<file path="config.mk">
export PLATFORM = sky130hd
export DESIGN_NAME = mib_table_ctrl
export DESIGN_NICKNAME = d
export VERILOG_FILES = /design/src/rtl/mib_table_ctrl.sv
export SDC_FILE = /design/constraint.sdc
export NUM_CORES = 1
export LEC_CHECK = 0
export ABC_CLOCK_PERIOD_IN_PS = 2820
export BUFFER_PORTS_ARGS = -buffer_cell sky130_fd_sc_hd__buf_2
export CORE_UTILIZATION = 50
export CTS_CLUSTER_SIZE = 20
export DETAILED_ROUTE_END_ITERATION = 8
export PLACE_DENSITY_LB_ADDON = 0.3
export SLEW_MARGIN = 20
export SYNTH_ARGS = -nofsm -noshare
export SYNTH_HDL_FRONTEND = slang
export SYNTH_SLANG_ARGS = --single-unit
</file>
<file path="constraint.sdc">
create_clock -name hClk -period 2.82 [get_ports hClk]
set_clock_uncertainty 0.1 [all_clocks]
set_input_delay 0.282 -clock hClk [delete_from_list [all_inputs] [get_ports hClk]]
set_output_delay 0.282 -clock hClk [all_outputs]
set_load 0.02 [all_outputs]
</file>
<file path="src/rtl/mib_table_ctrl.sv">
// MIB counter window controller: host reads/writes vs MAC increments on one RAM port.
// Ports: hClk/hardRstHClk; host rdWrAddr/regWrData/regWrite/regRead ->
// mibReady/mibSel/mibRdData; MAC mibIncReq/mibIncAddr/mibIncVal -> mibIncAck;
// RAM ramEn/ramWe/ramAddr/ramWData/ramRData.
// Optional MIB_CLEAR_ON_READ_EN: host reads clear the entry (H_CLR state).
module mib_table_ctrl #(
  parameter int unsigned MIB_DEPTH_LOG2 = 7,
  parameter logic [13:0] MIB_BASE_ADDR  = 14'h0800
) (
  input  logic                      hClk,
  input  logic                      hardRstHClk,
  input  logic [13:0]               rdWrAddr,
  input  logic [31:0]               regWrData,
  input  logic                      regWrite,
  input  logic                      regRead,
  output logic                      mibReady,
  output logic                      mibSel,
  output logic [31:0]               mibRdData,
  input  logic                      mibIncReq,
  input  logic [MIB_DEPTH_LOG2-1:0] mibIncAddr,
  input  logic [15:0]               mibIncVal,
  output logic                      mibIncAck,
  output logic                      ramEn,
  output logic                      ramWe,
  output logic [MIB_DEPTH_LOG2-1:0] ramAddr,
  output logic [31:0]               ramWData,
  input  logic [31:0]               ramRData
);

  localparam int unsigned AW = MIB_DEPTH_LOG2;
  localparam logic [14:0] WIN_LO = {1'b0, MIB_BASE_ADDR};
  localparam logic [14:0] WIN_HI = WIN_LO + (15'd1 << AW);

`ifdef MIB_CLEAR_ON_READ_EN
  typedef enum logic [2:0] {
    IDLE, H_RD, H_WAIT, H_WR, I_RD, I_WAIT, I_WR, H_CLR
  } state_t;
`else
  typedef enum logic [2:0] {
    IDLE, H_RD, H_WAIT, H_WR, I_RD, I_WAIT, I_WR
  } state_t;
`endif

  state_t state, nxt;

  logic          in_win, hit;
  logic [AW-1:0] idx;

  logic          pending, pend_wr;
  logic [AW-1:0] pend_addr;
  logic [31:0]   pend_data;

  logic [AW-1:0] inc_addr;
  logic [15:0]   inc_val;
  logic [32:0]   inc_sum;
  logic [31:0]   inc_sat;

  logic          h_req, h_wr, host_go, host_busy;
  logic [AW-1:0] h_addr;
  logic [31:0]   h_data;

  logic          en_d, we_d, ack_d;
  logic [AW-1:0] addr_d;
  logic [31:0]   wdata_d;

  assign in_win = ({1'b0, rdWrAddr} >= WIN_LO) &&
                  ({1'b0, rdWrAddr} <  WIN_HI);
  assign hit    = (regRead | regWrite) & in_win;
  assign idx    = AW'(rdWrAddr - MIB_BASE_ADDR);

  // A latched request (taken during an increment) beats a live strobe.
  assign h_req  = pending | hit;
  assign h_wr   = pending ? pend_wr   : regWrite;
  assign h_addr = pending ? pend_addr : idx;
  assign h_data = pending ? pend_data : regWrData;

  assign inc_sum = {1'b0, ramRData} + {17'd0, inc_val};
  assign inc_sat = inc_sum[32] ? 32'hFFFF_FFFF : inc_sum[31:0];

  always_comb begin
    host_busy = (state == H_RD) || (state == H_WAIT) ||
                (state == H_WR);
`ifdef MIB_CLEAR_ON_READ_EN
    host_busy = host_busy || (state == H_CLR);
`endif
  end

  assign mibReady = !hit & !pending & !host_busy;

  // Next state plus the RAM controls to register for that state.
  always_comb begin
    nxt     = state;
    host_go = 1'b0;
    en_d    = 1'b0;
    we_d    = 1'b0;
    ack_d   = 1'b0;
    addr_d  = ramAddr;
    wdata_d = ramWData;
    case (state)
      IDLE: begin
        if (h_req) begin
          host_go = 1'b1;
        end else if (mibIncReq) begin
          nxt    = I_RD;
          en_d   = 1'b1;
          addr_d = mibIncAddr;
        end
      end
      H_RD:   nxt = H_WAIT;
`ifdef MIB_CLEAR_ON_READ_EN
      H_WAIT: begin
        nxt     = H_CLR;
        en_d    = 1'b1;
        we_d    = 1'b1;
        wdata_d = 32'd0;
      end
      H_CLR:  nxt = IDLE;
`else
      H_WAIT: nxt = IDLE;
`endif
      H_WR:   nxt = IDLE;
      I_RD:   nxt = I_WAIT;
      I_WAIT: begin
        nxt     = I_WR;
        en_d    = 1'b1;
        we_d    = 1'b1;
        ack_d   = 1'b1;
        addr_d  = inc_addr;
        wdata_d = inc_sat;
      end
      I_WR: begin
        if (h_req) host_go = 1'b1;
        else       nxt     = IDLE;
      end
      default: nxt = IDLE;
    endcase
    if (host_go) begin
      nxt    = h_wr ? H_WR : H_RD;
      en_d   = 1'b1;
      we_d   = h_wr;
      addr_d = h_addr;
      if (h_wr) wdata_d = h_data;
    end
  end

  always_ff @(posedge hClk) begin
    if (hardRstHClk) begin
      state     <= IDLE;
      pending   <= 1'b0;
      pend_wr   <= 1'b0;
      pend_addr <= '0;
      pend_data <= '0;
      inc_addr  <= '0;
      inc_val   <= '0;
      mibSel    <= 1'b0;
      mibRdData <= '0;
      mibIncAck <= 1'b0;
      ramEn     <= 1'b0;
      ramWe     <= 1'b0;
      ramAddr   <= '0;
      ramWData  <= '0;
    end else begin
      state     <= nxt;
      mibIncAck <= ack_d;
      ramEn     <= en_d;
      ramWe     <= we_d;
      ramAddr   <= addr_d;
      ramWData  <= wdata_d;
      if (state == I_RD) begin
        inc_addr <= mibIncAddr;
        inc_val  <= mibIncVal;
      end
      if (host_go) begin
        pending <= 1'b0;
      end else if (hit && (state == I_RD || state == I_WAIT)) begin
        pending   <= 1'b1;
        pend_wr   <= regWrite;
        pend_addr <= idx;
        pend_data <= regWrData;
      end
      if (state == H_WAIT) begin
        mibRdData <= ramRData;
        mibSel    <= 1'b1;
      end
      if (hit && regWrite) mibSel <= 1'b0;
    end
  end

endmodule

</file>
# After elaboration in Yosys (flattened, before gate mapping)
# Index checks and enable logic that the tools add are counted.
# classes
mux,25
n_bitwise,6
add_sub_neg,2
n_reduce_logical,17
eq_ne,9
order_cmp,2
# op_table
operator,n
two-way mux 32 bit,5
adder 32 x 16 -> 33 bit,1
two-way mux 7 bit,4
case mux 3 bit (5 select lines),1
">= comparator 14 x 12 -> 1 bit, second input constant",1
"< comparator 14 x 12 -> 1 bit, second input constant",1
case mux 7 bit (2 select lines),1
two-way mux 3 bit,4
"== test 3 bit, second input constant",3
"!= test 3 bit, second input constant",3
two-way mux 1 bit,8
"subtractor 7 x 1 -> 7 bit, second input constant",1
"== test 3 x 2 -> 1 bit, second input constant",2
AND reduction 3 bit,2
OR reduction 2 bit,3
bitwise AND 1 bit,3
"== test 3 x 1 -> 1 bit, second input constant",1
logical AND 1 bit,3
logical NOT 1 bit,3
logical NOT 3 bit,1
logical OR 1 bit,3
nonzero test 3 bit,1
two-way mux 2 bit,1
OR 1 bit,2
3 further kinds,3
# word_totals
elab_cells,75
output_inout_bits,76
input_bits,106
regBits,142

# Longest topological paths before layout
# depth
depth_word,8
depth_mapped,9
ltp_nobuf,8

# Least setup slack after synthesis
# OpenSTA, ideal clock, no wires.
# synth_path
path_type,reg2reg
start,register inc_val[0]
end,register ramWData[30]
required_time_ps,2605
setup_ps,115
setup_slack_ps,360
arrival_ps,2244
period_less_slack_ps,2460
stages_incl_launch_ff,10
path_buffers,1
path_cell_list,dfxtp_1 ha_1 fa_1 a211oi_1 o21ai_0 a31oi_1 a21oi_1 buf_2 a211o_1 and3_1
# synth_between
elab_chain_len,5
# synth_rtl
element,line,text
from (decl),54,logic [15:0] inc_val;
from (signal assigned),171,inc_val <= mibIncVal;
adder 32 x 16 -> 33 bit *,77,"assign inc_sum = {1'b0, ramRData} + {17'd0, inc_val};"
two-way mux 32 bit *,78,assign inc_sat = inc_sum[32] ? 32'hFFFF_FFFF : inc_sum[31:0];
two-way mux 32 bit *,99,case (state)
two-way mux 32 bit,142,if (h_wr) wdata_d = h_data;
two-way mux 32 bit *,137,if (host_go) begin
to (signal assigned),168,ramWData <= wdata_d;
to (decl),26,"output logic [31:0] ramWData,"
# Mark *: on every way between the ends. The rest lies on a longest branch, timed or not.
# A chain may end at the register's enable or synchronous reset.

# Worst setup path in the final report
# layout_path
start,input port regWrite
end,register ramAddr[5]
# layout_between
elab_chain_len,7
word_cells_on_any_way,10
cone_classes,eq/ne: 2; mux: 3; bitwise: 3; reduce/logical: 2
# layout_rtl
element,line,text
from (decl),14,"input logic regWrite,"
OR 1 bit *,68,assign hit = (regRead | regWrite) & in_win;
bitwise AND 1 bit *,68,
OR 1 bit *,72,assign h_req = pending | hit;
two-way mux 1 bit,"101, 132",
two-way mux 1 bit,-,
!= test 3 bit (no line) / nonzero test 3 bit (equally long branches),-,
AND reduction 3 bit (no line),-,
to (signal assigned),167,ramAddr <= addr_d;
to (decl),25,"output logic [MIB_DEPTH_LOG2-1:0] ramAddr,"
# Marked as above.

==> impl_metrics.ini <==
[yosys]
synth_compound_gate_area_share = 0.229
synth_cell_type_count = 61
synth_top_area_cell = dfxtp_1
yosysWarningCount = 0
ys_async_rst_share = 0
synth-seq-area-share = 0.397
synthXorXnorAreaFrac = 0.0220
synth_top_family_by_area = compound AO/OA/AOI/OAI gates
postSynth.topFlopCell = dfxtp_1
yosys-top-cells-area = dfxtp_1 40%, nand2_1 12%, a21oi_1 10%
yosys.area_share.adder = 0.0307
post_synth_mux_area_share = 0.0504
synth_area_um2 = 7170
synth_seq_cells = 142
postSynthNetCount = 1020
syn_area_per_cell_um2 = 7.99
synth-simple-area-share = 0.221
post_synthesis_cell_count = 897
synth.top_cell.area_share = 0.397
synth_edf_count = 0

[floorplan]
die_height_um = 122
initial_core_util = 0.515
pin_count = 182
floorplan.die_area_um2 = 14800
core_area_um2 = 13900
num_rows = 43
die_width_um = 122

[setup_path]
setup.worst_path.start = regWrite
reg2reg_depth = 10
worst_setup_path_end_kind = flip-flop
crit-reg2reg-launch = inc_val[0]
timing.critical_path.fanout_max = 9
worst-endpoint-required_ps = 3050
crit_type = in -> reg
worst_ep_arrival_time_ps = 2810
start_kind = primary input

[detailed_routing]
drt_first_pass_iters = 6
drc = 0
drt-wirelength-per-cell_um = 16.2
postRouteWirelength_um = 20400
routed-via-count = 7129
first_iter_violations = 667
post_drt_via_cell_ratio = 5.66
number_of_nets_with_antenna_violations_after_routing = 0

[min_path]
whs_path_depth = 3
holdCritStartpoint = rdWrAddr[6]
hp-class = in -> reg

[global_routing]
number_of_global_route_vias_before_repair = 6207
globalRoute.totalOverflow = 0
groute.usage.overall = 0.277
grt_first_pass_wirelength_um = 31700
antenna_found_initial = 0
grt_max_degree = 82

[job]
cap_viol_max_count = 0

[timing]
period_needed_ps = 2580
unrepaired_setup_endpoints_after_global_routing = false
pins_over_slew_limit = 0
fin_crit_sh = 0.915
max_freq_ghz = 0.388
final.setup.worst_slack_ps = 241
final_setup_viols = 0
slew-limit-headroom = 0.393
report.final.hold_viol_count = 0
worst-slew-pin-transition_ps = 908
totalNegativeSetupSlack_ps = 0

[power]
power_density_nw_per_um2 = 568
power.static_leakage_uw = 0.00359
irDropWorstVdd_uv = 487

[finish]
syn2layout_area_growth_pct = 25.3
finalNetCount = 1191
stdcell_area_um2 = 8980
num_antenna_cells = 0
most_frequent_cells_in_the_layout = 227 x nand2_1, 180 x buf_2, 143 x a21oi_1
drive_above_1_share = 0.238
layout_commonest_cell = nand2_1

[place]
port_buffer_count = 181
place_worst_setup_slack_ps = 92.6
placement.cell_area_um2 = 8260
dp_hpwl_um = 14700
place_congestion = 0.877

[cts]
postCtsSetupRepairBufs = 0
cts-root-buf = clkbuf_16
worstSkewPairLatency_ps = 420
htree_num_levels = 4
cts_buffers = 17
ctsLongestPathBuffers = 2
clock_pin_slew_on_the_worst_setup_and_hold_paths_ps = 60
clock_tree_from_tritoncts = yes
clock_sink_count = 142

[run_status]
run_status = complete, no violations
==> flip-flops by register name (all words and copies together), names as in the netlist <==
name and flops:
ramWe 1, pend_data 32, ramEn 1, pend_wr 1, mibIncAck 1, mibRdData 32
pending 1, pend_addr 7, ramAddr 7, inc_addr 7, state 3, inc_val 16
ramWData 32, mibSel 1
==> what timing repair did <==
action / 4_1_cts / 5_1_grt
endpoints found under the hold margin: 13 / 0
resized for setup: 0 / 1
hold buffers: 13 / 0
endpoints found under the setup margin: 0 / 1
==> kinds of logic (layout without fill, tap and decap cells) <==
kind of cell / Yosys count / in the layout
simple gates: 349 / 349
compound gates: 258 / 258
flops: 142 / 142
buf+inv: 77 / 260
mux: 36 / 36
xor+xnor: 18 / 18
fa+ha+maj: 17 / 17
==> power by group <==
group          switching [µW]  internal [µW]
Sequential               40.9           2070
Combinational             439            306
Clock                     846           1400
==> stage by stage <==
step	power, µW	hold slack (ps)	cells	util
after CTS	5120	0.570	1260	0.644
after detailed placement	2870	341	1216	0.593
final	5100	8.87	1260	0.644
after global placement	2870	337	1216	0.593
after floorplan	2590	278	897	-
after global routing	5300	2.88	1260	0.644
==> critical path, cell delays in order <==
cell	delay (ps)
dlygate4sd3_1	540
buf_2	150
or2_1	270
and3_2	220
o21ai_1	540
a211oi_1	210
a311o_1	370
a21oi_1	230
==> per-layer routing <==
metal  vias to the layer above  wire length, µm  track usage
met5                         -                0            0
met4                         0              266       0.0864
met3                        25             1780       0.0632
met2                       297             8820        0.397
met1                      3285             9540        0.407
li1                       3522                -            -
==> cell type report <==
type                       instances  area (µm²)
clock inverter                    12         144
fill                            1191        4950
inverter                           6        22.5
tap                              180         225
sequential                       142        2840
clock buffer                      19         443
timing repair buffer             223        1320
multi-input combinational        678        3980
==> path summary, 6_finish.rpt <==
path              slack [ps]      endpoint
setup / recovery         240    ramAddr[5]
setup reg to reg         240  ramWData[15]
hold / removal             9  pend_addr[6]
hold reg to reg          350    ramAddr[3]
==> synthesized netlist by cell type, types with 8 or more instances <==
library cell,number
a211o_1,29
a211oi_1,21
a21oi_1,144
and3_1,11
buf_2,18
clkbuf_1,43
dfxtp_1,142
ha_1,16
mux2i_1,35
nand2_1,227
nand4_1,9
nor2_1,18
nor2b_1,8
nor3_1,38
o21a_1,9
o21ai_0,15
xor2_1,14
(Power assumes the default switching activity.)
